<file path="src/rtl/mem_init_loader.sv">
`default_nettype none
// ============================================================================
// Module      : mem_init_loader
// Description : Parses a 32-bit valid/ready word stream of segment headers and
//               data words, and drives the instruction memory, register file
//               and system memory initialization write ports while framing the
//               whole load with Memory_Initialization.
// Revision    : 1.0 - initial release
// ============================================================================
module mem_init_loader #(
   parameter int IM_DEPTH = 64,
   parameter int RF_DEPTH = 32,
   parameter int SM_DEPTH = 32,
   localparam int c_IM_AW = $clog2(IM_DEPTH * 4),
   localparam int c_RF_AW = $clog2(RF_DEPTH * 4),
   localparam int c_SM_AW = $clog2(SM_DEPTH * 4)
) (
   input  logic               clk_100MHz,
   input  logic               reset,
   input  logic               start,
   input  logic               in_valid,
   input  logic [31:0]        in_data,
   output logic               in_ready,
   output logic [c_IM_AW-1:0] writeAddr_IM,
   output logic [31:0]        writeData_IM,
   output logic               writeEn_IM,
   output logic [c_RF_AW-1:0] writeAddr_RF_TB,
   output logic [31:0]        writeData_RF_TB,
   output logic               writeEn_RF_TB,
   output logic [c_SM_AW-1:0] writeAddr_SM_TB,
   output logic [31:0]        writeData_SM_TB,
   output logic               writeEn_SM_TB,
   output logic               Memory_Initialization,
   output logic               busy,
   output logic               done,
   output logic               error
);

   typedef enum logic [1:0] {
      S_IDLE = 2'd0,
      S_HDR  = 2'd1,
      S_DATA = 2'd2,
      S_FIN  = 2'd3
   } state_t;

   localparam logic [1:0] c_TGT_IM  = 2'b00;
   localparam logic [1:0] c_TGT_RF  = 2'b01;
   localparam logic [1:0] c_TGT_SM  = 2'b10;
   localparam logic [1:0] c_TGT_END = 2'b11;

   state_t       r_state;
   state_t       w_next;

   logic [1:0]   r_tgt;      // target of the segment currently in DATA
   logic [16:0]  r_idx;      // word index of the next data word
   logic [15:0]  r_left;     // data words still to be consumed
   logic         r_discard;  // segment failed its range check
   logic         r_error;

   logic [c_IM_AW-1:0] r_waddr_im;
   logic [31:0]        r_wdata_im;
   logic               r_wen_im;
   logic [c_RF_AW-1:0] r_waddr_rf;
   logic [31:0]        r_wdata_rf;
   logic               r_wen_rf;
   logic [c_SM_AW-1:0] r_waddr_sm;
   logic [31:0]        r_wdata_sm;
   logic               r_wen_sm;

   // Header field decode
   logic [1:0]   w_hdr_tgt;
   logic [13:0]  w_hdr_s;
   logic [15:0]  w_hdr_n;
   logic         w_hdr_end;
   logic [16:0]  w_seg_top;
   logic [16:0]  w_depth;
   logic         w_range_err;

   assign w_hdr_tgt = in_data[31:30];
   assign w_hdr_s   = in_data[29:16];
   assign w_hdr_n   = in_data[15:0];
   assign w_hdr_end = (w_hdr_tgt == c_TGT_END);
   // 17-bit sum so S+N cannot wrap before the depth comparison
   assign w_seg_top = {3'b000, w_hdr_s} + {1'b0, w_hdr_n};

   // Select the depth of the target named in the incoming header
   always_comb begin
      w_depth = 17'(IM_DEPTH);
      case (w_hdr_tgt)
         c_TGT_RF: w_depth = 17'(RF_DEPTH);
         c_TGT_SM: w_depth = 17'(SM_DEPTH);
         default:  w_depth = 17'(IM_DEPTH);
      endcase
   end

   assign w_range_err = (w_seg_top > w_depth);

   // State register
   always_ff @(posedge clk_100MHz) begin
      if (reset) begin
         r_state <= S_IDLE;
      end else begin
         r_state <= w_next;
      end
   end

   // Next-state and status outputs
   always_comb begin
      w_next                = r_state;
      in_ready              = 1'b0;
      Memory_Initialization = 1'b0;
      busy                  = 1'b0;
      done                  = 1'b0;
      case (r_state)
         S_IDLE: begin
            if (start) begin
               w_next = S_HDR;
            end
         end
         S_HDR: begin
            in_ready              = 1'b1;
            Memory_Initialization = 1'b1;
            busy                  = 1'b1;
            if (in_valid) begin
               if (w_hdr_end) begin
                  w_next = S_FIN;
               end else if (w_hdr_n != 16'd0) begin
                  w_next = S_DATA;
               end
            end
         end
         S_DATA: begin
            in_ready              = 1'b1;
            Memory_Initialization = 1'b1;
            busy                  = 1'b1;
            if (in_valid && (r_left == 16'd1)) begin
               w_next = S_HDR;
            end
         end
         S_FIN: begin
            Memory_Initialization = 1'b1;
            busy                  = 1'b1;
            done                  = 1'b1;
            w_next                = S_IDLE;
         end
         default: begin
            w_next = S_IDLE;
         end
      endcase
   end

   // Segment bookkeeping, error flag and registered single-cycle write strobes
   always_ff @(posedge clk_100MHz) begin
      if (reset) begin
         r_tgt      <= 2'b00;
         r_idx      <= 17'd0;
         r_left     <= 16'd0;
         r_discard  <= 1'b0;
         r_error    <= 1'b0;
         r_waddr_im <= '0;
         r_wdata_im <= 32'd0;
         r_wen_im   <= 1'b0;
         r_waddr_rf <= '0;
         r_wdata_rf <= 32'd0;
         r_wen_rf   <= 1'b0;
         r_waddr_sm <= '0;
         r_wdata_sm <= 32'd0;
         r_wen_sm   <= 1'b0;
      end else begin
         // Ports idle at zero unless a word is written this cycle
         r_waddr_im <= '0;
         r_wdata_im <= 32'd0;
         r_wen_im   <= 1'b0;
         r_waddr_rf <= '0;
         r_wdata_rf <= 32'd0;
         r_wen_rf   <= 1'b0;
         r_waddr_sm <= '0;
         r_wdata_sm <= 32'd0;
         r_wen_sm   <= 1'b0;
         case (r_state)
            S_IDLE: begin
               if (start) begin
                  r_error <= 1'b0;
               end
            end
            S_HDR: begin
               if (in_valid && !w_hdr_end) begin
                  r_tgt     <= w_hdr_tgt;
                  r_idx     <= {3'b000, w_hdr_s};
                  r_left    <= w_hdr_n;
                  r_discard <= w_range_err;
                  if (w_range_err) begin
                     r_error <= 1'b1;
                  end
               end
            end
            S_DATA: begin
               if (in_valid) begin
                  r_idx  <= r_idx + 17'd1;
                  r_left <= r_left - 16'd1;
                  if (!r_discard) begin
                     case (r_tgt)
                        c_TGT_IM: begin
                           r_waddr_im <= {r_idx[c_IM_AW-3:0], 2'b00};
                           r_wdata_im <= in_data;
                           r_wen_im   <= 1'b1;
                        end
                        c_TGT_RF: begin
                           r_waddr_rf <= {r_idx[c_RF_AW-3:0], 2'b00};
                           r_wdata_rf <= in_data;
                           r_wen_rf   <= 1'b1;
                        end
                        c_TGT_SM: begin
                           r_waddr_sm <= {r_idx[c_SM_AW-3:0], 2'b00};
                           r_wdata_sm <= in_data;
                           r_wen_sm   <= 1'b1;
                        end
                        default: begin
                        end
                     endcase
                  end
               end
            end
            default: begin
            end
         endcase
      end
   end

   assign writeAddr_IM    = r_waddr_im;
   assign writeData_IM    = r_wdata_im;
   assign writeEn_IM      = r_wen_im;
   assign writeAddr_RF_TB = r_waddr_rf;
   assign writeData_RF_TB = r_wdata_rf;
   assign writeEn_RF_TB   = r_wen_rf;
   assign writeAddr_SM_TB = r_waddr_sm;
   assign writeData_SM_TB = r_wdata_sm;
   assign writeEn_SM_TB   = r_wen_sm;
   assign error           = r_error;

endmodule
`default_nettype wire

</file>
<file path="config.mk">
export PLATFORM = sky130hd
export DESIGN_NAME = mem_init_loader
export DESIGN_NICKNAME = d
export VERILOG_FILES = /design/src/rtl/mem_init_loader.sv
export SDC_FILE = /design/constraint.sdc
export NUM_CORES = 1
export LEC_CHECK = 0
export ABC_AREA = 1
export CAP_MARGIN = 20
export CORE_MARGIN = 2
export CORE_UTILIZATION = 45
export DETAILED_ROUTE_END_ITERATION = 7
export HOLD_SLACK_MARGIN = 0.1
export PLACE_DENSITY_LB_ADDON = 0.1
export SYNTH_ARGS = -nofsm -noshare
export SYNTH_HDL_FRONTEND = slang
export SYNTH_SLANG_ARGS = --single-unit
export TNS_END_PERCENT = 100
</file>
<file path="constraint.sdc">
create_clock -name clk_100MHz -period 3.19 [get_ports clk_100MHz]
set_input_delay 0.319 -clock clk_100MHz [delete_from_list [all_inputs] [get_ports clk_100MHz]]
set_output_delay 0.319 -clock clk_100MHz [all_outputs]
set_load 0.02 [all_outputs]
</file>
==> results by group, run 1 <==
Status
  • Status: finished clean

Place
  • IO Port Bufs: roughly 160
  • HPWL after detailed placement: between 10 and 15 mm
  • Inst Count DP: 1078
  • Routability Congestion: roughly 0.89
  • Worst slack, placed: -0.01609 ns

Synth
  • Largest area contributor in the netlist: dfxtp_1
  • Largest cells by area after synthesis: dfxtp_1 (49%), nor2_1 (10%), nand2_1 (8.6%), inv_1 (6.7%), ha_1 (5.3%)
  • Top cell type's share of synthesized area: 0.4884
  • Post-synth EDFFs: 0
  • Count of different cell masters after synthesis: 37
  • Count leader, synth: nor2_1
  • Async SR Flop Fraction: 0
  • Commonest cells post-synth: nor2_1 (156), dfxtp_1 (143), nand2_1 (135)
  • Post-Syn Area: 5862 µm²
  • Syn avg cell area: 7.653 µm²
  • Main synth FF type: dfxtp_1
  • Sequential area share after synthesis: 0.4884
  • Cells after Synth: 766
  • Synth Register Bits: approximately 140
  • Synth Warn #: 0

Setup path
  • Type of the worst setup path: in2reg
  • CP peak stage delay: around 0.47 ns
  • Most frequent CP cell: nand2_1
  • Startpoint types: primary input
  • Critical path fanouts, max: 2
  • CP Data Arrival Time: 3.12 ns
  • Critical-path top delay cell: clkdlybuf4s50_1
  • Crit path capture type: register
  • Delay-heaviest family, CP: adder cells
  • Critical Path Sink: r_discard
  • Buf/Inv on CP: 3
  • Reg2Reg Capture Point: r_left[0]
  • RR Startpoint: r_state[1]
  • Worst-path cell chain: clkdlybuf4s50_1, ha_1, fa_1, nand3_1, nand2_1, nand2_1, nand2_1, xor2_1, ha_1, nand2_1, nor3_1, nand3_1, inv_1, nand2_1, nand2_1, nand2_1, nor2_1, nand3_1, o21ai_1, inv_1
  • R2R cell count: 6
  • Reg-to-reg slack, setup: 0.78 ns
  • CP required: 3.50 ns
  • Worst setup path start: in_data[0]
  • WP depth: 20

Pwr
  • Comb pwr share: 0.275
  • Clock share of power: 0.383
  • Leakage: about 0.0037 µW
  • Internal power contribution: 3968 µW
  • Psw: 1876 µW
  • VDD IR max: 0.4197 mV
  • Reg power frac: 0.342
  • Pwr dens: 711.4 nW/µm²
  • Sw frac: 0.3209

Drt
  • Detailed Route WL: 18.01 mm
  • Iteration count of the initial detailed-routing pass: 5
  • DRT iter0 DRCs: 490
  • # DRC: 0
  • Vias per cell: 4.931
  • Drt wl/cell: 16.25 µm
  • Vias post-DR: 5463
  • ANT nets after route: 0

CTS
  • Worst skew pair latency: 0.42 ns
  • TritonCTS Sinks: 143
  • Clock tree buffer depth: 2
  • H-Tree Depth: 4
  • CTS tree: built
  • Post_cts resized: 0
  • Clock slew at reported path FFs: 0.06 ns
  • Total CTS buffers: 17
  • # hold bufs at CTS: 0
  • Post CTS Setup Buffer Count: 0
  • Root Buffer Master: clkbuf_16

Global route
  • Grt ovf: 0
  • Vias in the first global route: 5383
  • Gr usage total: 0.2613
  • Initial antenna violation count: 0
  • Largest net degree at the start of global routing: 40
  • Global-route wire length before repair: around 29 mm

Final layout
  • Final #Nets: 987
  • Layout area overhead: 40.13%
  • Filler Cell Count: 1130
  • Sequential cell area: 2863 µm²
  • Share of layout cells above drive strength 1: 0.05983
  • Number of diodes: 0
  • Area of the multi-input gates: 2431 µm²
  • Post-Layout Cell Count: 1108

Worst hold path
  • Hold Path Class: reg2reg

STA
  • Fmax: 355.7 MHz
  • Final WS setup: 0.3785 ns
  • Minimum clock period: 2.811 ns
  • Fin. Hold Viols: 0
  • RSZ-0062 raised after global routing: no
  • Final period util: 0.8813
  • Final Hold Slack: 0.4734 ns
  • Setup violators final: 0
  • Max-slew violation count: 0
  • Post-route clock skew: around 0.0062 ns
  • Slew margin rel.: 0.3691
  • Least-Margin Pin Slew: 0.9452 ns

Floorplan
  • Initial Util: 0.4626
  • Die area: 13960 µm²
  • # rows: 41
  • Number of I/O pins: approximately 160
  • Core box area: 12670 µm²
  • Chip height: 118.1 µm
  • Die width: 118.1 µm

Flow run
  • Max Cap Viol: 0
## layout make-up
type                            instances  area share
Clock buffer                           20     0.05438
Clock inverter                         10     0.02574
Inverter                              108     0.04935
Multi-Input combinational cell        488      0.2960
Sequential cell                       143      0.3485
Tap cell                              172     0.02620
Timing Repair Buffer                  167      0.1998
## layout by cell type (no fill, tap or decap), types with 2 or more instances in the layout
cell	Yosys	final
nor2_1	156	156
clkdlybuf4s50_1	0	155
dfxtp_1	143	143
nand2_1	135	135
inv_1	104	104
a21oi_1	38	38
nand3_1	38	36
o21ai_0	26	26
ha_1	25	25
clkbuf_16	0	17
a211oi_1	12	12
buf_4	8	12
nand4_1	10	10
nor3_1	7	7
conb_1	1	6
bufinv_16	0	6
xor2_1	5	5
inv_2	4	4
o211ai_1	4	4
nand3_2	1	3
o21ai_1	3	3
nor4_1	3	3
clkinv_4	0	3
o21bai_1	2	2
xnor2_1	2	2
a21oi_2	2	2
nor2_2	2	2
clkbuf_1	11	2
## per-layer routing
layer / wire length (µm) / track usage / up-vias / share of wire
met4: 255 / 0.07304 / 0 / 0.014
met3: 868 / 0.05502 / 22 / 0.048
li1: - / - / 2706 / -
met1: 7765 / 0.3291 / 2594 / 0.43
met2: 9121 / 0.4509 / 141 / 0.51
met5: 0 / 0 / - / 0
## power by group through the flow
stage | clock network, µW | logic [µW] | registers, µW
final | 2240 | 1610 | 2000
after global routing | 2330 | 1790 | 2010
after CTS | 2260 | 1590 | 2000
after detailed placement | 0 | 1580 | 2030
after global placement | 0 | 1560 | 2030
after floorplan | 0 | 1130 | 2050
## logic make-up after synthesis
family	Yosys count	share of synthesized area
simple gates	358	0.2514
flops	143	0.4884
buf+inv	140	0.1018
compound gates	91	0.09050
fa+ha+maj	26	0.05678
xor+xnor	7	0.01046
other cells	1	0.0006397
## worst min-delay path by stage
stage,start,slack (ns),to,depth (start not counted)
final,error,0.47,error,2
after global routing,r_left[14],0.50,r_left[14],2
after CTS,r_left[7],0.47,r_left[7],2
after detailed placement,r_left[7],0.47,r_left[7],2
after global placement,r_left[7],0.45,r_left[7],2
after floorplan,r_idx[5],0.43,writeAddr_IM[7],2
## worst min-delay path, cell delays in order, from the launching register on
cell     delay, ns
dfxtp_1       0.31
nand2_1       0.06
a21oi_1       0.06
## registers in the layout (all words and copies together) (netlist names)
name / cells
writeData_IM: 32
writeData_RF_TB: 32
writeData_SM_TB: 32
r_left: 16
r_idx: 6
writeAddr_IM: 6
writeAddr_RF_TB: 5
writeAddr_SM_TB: 5
r_state: 2
r_tgt: 2
error: 1
r_discard: 1
writeEn_IM: 1
writeEn_RF_TB: 1
writeEn_SM_TB: 1
## through the flow
step	util	setup TNS [ns]	instance area [µm²]	total power, µW
5_1_grt	0.6483	0	8214	6130
3_5_place_dp	0.5963	-0.01609	7556	3609
3_3_place_gp	0.5963	0	7556	3585
4_1_cts	0.6483	0	8214	5852
2_1_floorplan	-	0	5881	3180
6_report	0.6483	0	8214	5844
(Power assumes the default switching activity.)
==> run 2: changes to the inputs <==
--- a/config.mk
+++ b/config.mk
@@ -6,6 +6,7 @@
 export NUM_CORES = 1
 export LEC_CHECK = 0
 export ABC_AREA = 1
+export ABC_CLOCK_PERIOD_IN_PS = 3190
 export CAP_MARGIN = 20
 export CORE_MARGIN = 2
 export CORE_UTILIZATION = 45
==> results of run 2 <==
Final layout, timing and power as in run 1 (identical DEF).
==> run 3: changes to the inputs <==
--- a/config.mk
+++ b/config.mk
@@ -13,6 +13,7 @@
 export DETAILED_ROUTE_END_ITERATION = 7
 export HOLD_SLACK_MARGIN = 0.1
 export PLACE_DENSITY_LB_ADDON = 0.1
+export SLEW_MARGIN = 20
 export SYNTH_ARGS = -nofsm -noshare
 export SYNTH_HDL_FRONTEND = slang
 export SYNTH_SLANG_ARGS = --single-unit
==> constraint.sdc (replaced) <==
create_clock -name clk_100MHz -period 3.19 [get_ports clk_100MHz]
set_input_delay 0.7975 -clock clk_100MHz [delete_from_list [all_inputs] [get_ports clk_100MHz]]
set_output_delay 0.7975 -clock clk_100MHz [all_outputs]
set_load 0.02 [all_outputs]
==> run 3 against run 2 <==
Net effect:
- power shrank 6.7%
- highest routed layer unchanged
- critical path depth is the same
- largest cell class unchanged
- utilization is 1.4 points higher
- sequential power is essentially flat
- combinational power up 2%
- hold slack got worse by 0.011 ns
- critical endpoint unchanged
- non-clock buffer count increased by 25
==> results by group, run 3 (synthesized netlist as in run 1, its figures left out) <==
Status
  • Status: finished clean (unchanged)

Pwr
  • Comb pwr share: 0.303 (was 0.275)
  • Sw frac: 0.3435 (was 0.3209)
  • Leakage: 0.003855 µW (was 0.003684 µW)
  • Reg power frac: 0.366 (was 0.342)
  • Internal power contribution: 3580 µW (was 3968 µW)
  • Pwr Total: 5453 µW (was 5844 µW)
  • VDD IR max: 0.3420 mV (was 0.4197 mV)
  • Psw: 1873 µW (was 1876 µW)
  • Pwr dens: 650.0 nW/µm² (was 711.4 nW/µm²)
  • Clock share of power: 0.331 (was 0.383)

Floorplan
  • Number of I/O pins: 162 (unchanged)
  • Initial Util: 0.4626 (unchanged)
  • # rows: 41 (unchanged)
  • Core box area: 12670 µm² (unchanged)
  • Die area: 13960 µm² (unchanged)
  • Chip height: 118.1 µm (unchanged)
  • Die width: 118.1 µm (unchanged)

CTS
  • Worst skew pair latency: 0.42 ns (about the same)
  • Clock tree buffer depth: 2 (unchanged)
  • Clock slew at reported path FFs: 0.06 ns (about the same)
  • CTS tree: built (unchanged)
  • Total CTS buffers: 17 (unchanged)
  • H-Tree Depth: 4 (unchanged)
  • TritonCTS Sinks: 143 (unchanged)
  • # hold bufs at CTS: 0 (unchanged)
  • Root Buffer Master: clkbuf_16 (unchanged)

Final layout
  • Commonest non-fill, non-tap cell in the layout: nor2_1 (unchanged)
  • Number of diodes: 0 (unchanged)
  • Most frequent cells in the layout: nor2_1 (156), dfxtp_1 (143), clkdlybuf4s50_1 (143) (was nor2_1 (156), clkdlybuf4s50_1 (155), dfxtp_1 (143))
  • Filler Cell Count: 1133 (was 1130)
  • Layout area overhead: 43.12% (was 40.13%)
  • Final #Nets: 1012 (was 987)
  • Share of layout cells above drive strength 1: 0.09261 (was 0.05983)

STA
  • Fmax: 343.1 MHz (was 355.7 MHz)
  • Setup TNS: 0 ns (unchanged)
  • Post-route clock skew: 0.006380 ns (was 0.006156 ns)
  • Setup violators final: 0 (unchanged)
  • Slew margin rel.: 0.4993 (was 0.3691)
  • Final period util: 0.9138 (was 0.8813)
  • Max-slew violation count: 0 (unchanged)
  • RSZ-0062 raised after global routing: no (unchanged)
  • Minimum clock period: 2.915 ns (was 2.811 ns)
  • Fin. Hold Viols: 0 (unchanged)
  • Least-Margin Pin Slew: 0.7500 ns (was 0.9452 ns)

Setup path
  • Type of the worst setup path: in2reg (unchanged)
  • Crit path capture type: register (unchanged)
  • CP required: 3.50 ns (about the same)
  • CP Data Arrival Time: 3.23 ns (was 3.12 ns)
  • Critical path fanouts, max: 2 (unchanged)
  • Startpoint types: primary input (unchanged)

Global route
  • Initial antenna violation count: 0 (unchanged)
  • Gr usage total: 0.2608 (was 0.2613)
  • Vias in the first global route: 5401 (was 5383)
  • Grt ovf: 0 (unchanged)
  • Global-route wire length before repair: 28.21 mm (was 28.58 mm)
  • Largest net degree at the start of global routing: 40 (unchanged)

Place
  • Routability Congestion: 0.9507 (was 0.8924)
  • IO Port Bufs: 155 (unchanged)
  • HPWL after detailed placement: 13.57 mm (was 13.17 mm)

Flow run
  • Max Cap Viol: 0 (unchanged)

Drt
  • Vias per cell: 4.929 (was 4.931)
  • Drt wl/cell: 15.96 µm (was 16.25 µm)
  • Iteration count of the initial detailed-routing pass: 5 (unchanged)
  • ANT nets after route: 0 (unchanged)
  • DRT iter0 DRCs: 462 (was 490)
  • Detailed Route WL: 18.09 mm (was 18.01 mm)
  • # DRC: 0 (unchanged)
  • Vias post-DR: 5585 (was 5463)

Worst hold path
  • Hold Path Class: reg2reg (unchanged)
run 3: changes by cell type in the layout (fill, tap and decap cells not counted), moves of 2 or more:
| cell | change |
|---|---|
| buf_4 | +24 |
| bufinv_16 | -5 |
| clkdlybuf4s50_1 | -12 |
| clkinv_2 | +4 |
| clkinv_4 | -2 |
| clkinvlp_4 | +3 |
| dlymetal6s2s_1 | +12 |
| ha_1 | -5 |
| ha_4 | +5 |
run 3: final timing paths:
kind              start        end  slack, ns  cells after the start
max          in_data[0]  r_discard       0.28                     20
min           r_left[7]  r_left[7]       0.46                      2
max reg2reg  r_state[0]  r_left[9]       1.16                      8
min reg2reg   r_left[7]  r_left[7]       0.46                      2
run 3: metrics by stage:
stage	setup WS (ns)	utilization	instance area [µm²]	hold slack (ns)	cells
6_report	0.2751	0.6621	8389	0.4626	1133
5_1_grt	0.02745	0.6621	8389	0.5057	1133
4_1_cts	0.05908	0.6550	8299	0.4658	1133
3_5_place_dp	-0.5357	0.6115	7749	0.4565	1102
3_3_place_gp	-0.3846	0.6115	7749	0.4528	1102
2_1_floorplan	0.1490	-	5881	0.4335	771
run 3: final cells by class:
| cell class | count | area [µm²] | area share |
|---|---|---|---|
| Sequential cell | 143 | 2863 | 0.3412 |
| Timing Repair Buffer | 192 | 1872 | 0.2231 |
| Tap cell | 172 | 215.2 | 0.02565 |
| Multi-Input combinational cell | 488 | 2506 | 0.2987 |
| Inverter | 108 | 405.4 | 0.04832 |
| Clock inverter | 11 | 95.09 | 0.01133 |
| Clock buffer | 19 | 432.9 | 0.05160 |
run 3: routing by layer:
metal	GRT usage	part of all wire
met1	0.3308	0.43
met5	0	0
met2	0.4357	0.50
met3	0.06708	0.055
met4	0.07831	0.016
run 3: worst max-delay path: stages:
cell and delay (ns):
dlymetal6s2s_1 0.18, ha_4 0.19, fa_2 0.36, nand3_2 0.09
nand2_1 0.07, nand2_1 0.07, nand2_1 0.08, xor2_1 0.15
ha_1 0.30, nand2_1 0.07, nor3_2 0.18, nand3_1 0.09
inv_1 0.06, nand2_1 0.05, nand2_1 0.05, nand2_1 0.04
nor2_1 0.11, nand3_1 0.11, o21ai_1 0.13, inv_1 0.04
run 3: what timing repair did:
action	CTS	global route
cloned	0	0
setup endpoints to repair	2	2
endpoints found under the hold margin	0	0
setup buffers	1	0
resized for setup	4	19
pin swaps	1	1
run 3: power by group through the flow:
stage          registers (µW)  logic, µW  clock network [µW]
2_1_floorplan            2050       1130                   0
4_1_cts                  2000       1630                1820
5_1_grt                  2010       1820                1900
3_3_place_gp             2030       1590                   0
3_5_place_dp             2030       1610                   0
6_report                 2000       1650                1800
==> variant: new RTL, flow settings as in run 3 <==
The parameter `RF_DEPTH` goes from 32 to 16.
--- a/src/rtl/mem_init_loader.sv
+++ b/src/rtl/mem_init_loader.sv
@@ -11,3 +11,3 @@
    parameter int IM_DEPTH = 64,
-   parameter int RF_DEPTH = 32,
+   parameter int RF_DEPTH = 16,
    parameter int SM_DEPTH = 32,
Ports: changed (resized writeAddr_RF_TB); port bits go from 162 to 161. The function was not compared with the original's and may differ.
==> variant against run 3 <==
- wire length is 5.6% lower
- final area increased by 0.18%
- synthesized area down 0.70%
- setup slack worse by 0.11 ns
- total power up 1.7%
- count of clock-buffer cells in the layout down 2
- clock power is 8% higher
- sequential cell count is 1 lower
==> variant: results (changes against run 3) <==
metric;value;unit;change
run_status;finished clean;;
grt_max_degree;39;;-2.5%
worstMarginPinSlew;0.781;ns;+0.0309 ns
pre_cts_slack;-0.561;ns;-0.0258 ns
io_buffers;154;;-0.65%
fin_skew;0.00596;ns;-0.000421 ns
dp_hpwl;12.8;mm;-5.4%
wl_met2;8.19;mm;-9.5%
drive_gt1_share;10.9;%;+1.7 points
met3RoutedLength;1.07;mm;+8.0%
crit_fanout;2;;unchanged
globalplace.congestion;0.930;;-2.2%
async_reset_ff_share;0;%;unchanged
ys_types;41;;+11%
holdPathStages;2;;unchanged
antenna_found_initial;0;;unchanged
met1Wirelength;7.35;mm;-5.4%
wl;17.1;mm;-5.6%
critPathSlowestCell;fa_2;;
r2r_cells;9;;+1
p_sw_share;35.0;%;+0.68 points
vias;5506;;-1.4%
ys_seq_area_share;48.8;%;about the same
power.leakage;3.78;nW;-1.9%
drt_iter0_drc;367;;-21%
layout.nets;1003;;-0.89%
hold_path.class;register to register;;
vdd_drop_max;0.383;mV;+12%
synth.area.top_cells;dfxtp_1, nor2_1, nand2_1;;
synthTopCellsByCount;nor2_1, dfxtp_1, nand2_1;;
arrival;3.34;ns;+0.11 ns
grt_use_total;25.0;%;-1.1 points
grt_pass1_wl;27.2;mm;-3.4%
yosysWarnings;0;;unchanged
fill_cells;1084;;-4.3%
## variant: cell count changes in the layout (fill, tap and decap cells not counted), sizes merged, moves of 5 or more
cell / change
a211oi: -9
a31oi: +5
dlymetal6s2s: -6
inv: +5
nand3: -11
nor2: -12
## variant: kinds of logic after synthesis
group / synth area share (%)
simple gates: 24.6
flops: 48.8
buf+inv: 9.72
compound gates: 8.77
fa+ha+maj: 6.36
xor+xnor: 1.66
other cells: 0.0644
## variant: path summary, 6_finish.rpt
check                                 start              end  slack (ns)
worst max-delay path            in_data[16]        r_discard        0.17
worst min register to register     r_idx[5]  writeAddr_IM[7]        0.46
worst min-delay path               r_idx[5]  writeAddr_IM[7]        0.46
worst max register to register   r_state[0]       r_left[11]        0.76
## variant: layer usage
metal / vias up / global-route usage [%]
met5: - / 0
met4: 0 / 10.1
met3: 33 / 6.88
met2: 209 / 43.0
met1: 2537 / 29.4
li1: 2727 / -
## variant: cell type report
type	instances	area [µm²]	area share [%]
Sequential cell	142	2840	33.8
Multi-Input combinational cell	476	2510	29.9
Timing Repair Buffer	195	1860	22.2
Clock buffer	17	425	5.06
Inverter	106	398	4.73
Tap cell	172	215	2.56
Clock inverter	15	149	1.77
## variant: power by group through the flow
stage,registers (W),logic (W),clock network (W)
floorplan,0.00205,0.00106,0
global placement,0.00203,0.00154,0
detailed placement,0.00203,0.00157,0
CTS,0.00199,0.00159,0.00196
global route,0.00201,0.00178,0.00203
finish,0.00200,0.00161,0.00194
## variant: repair_timing
item | 4_1_cts | 5_1_grt
setup endpoints to repair | 2 | 2
buffers inserted | 2 | 0
pin swaps | 4 | 8
resized for setup | 6 | 16
## variant: worst max-delay path: cells and delay by family
family / cells / cell delay, ns
adder cells (fa/ha/maj): 3 / 0.87
XOR/XNOR: 1 / 0.15
buffers and inverters: 3 / 0.35
AND/OR/NAND/NOR: 11 / 0.82
AO/OA/AOI/OAI: 2 / 0.36
## variant: per-stage QoR
step	total power (W)	instance area (µm²)	cells	setup TNS, ns	hold slack, ns
after CTS	0.00553	8330	1123	0	0.460
after floorplan	0.00311	5840	752	0	0.433
after global placement	0.00356	7720	1089	-0.889	0.445
final	0.00555	8400	1123	0	0.463
after global routing	0.00582	8400	1123	-0.00579	0.501
after detailed placement	0.00360	7720	1089	-1.08	0.448
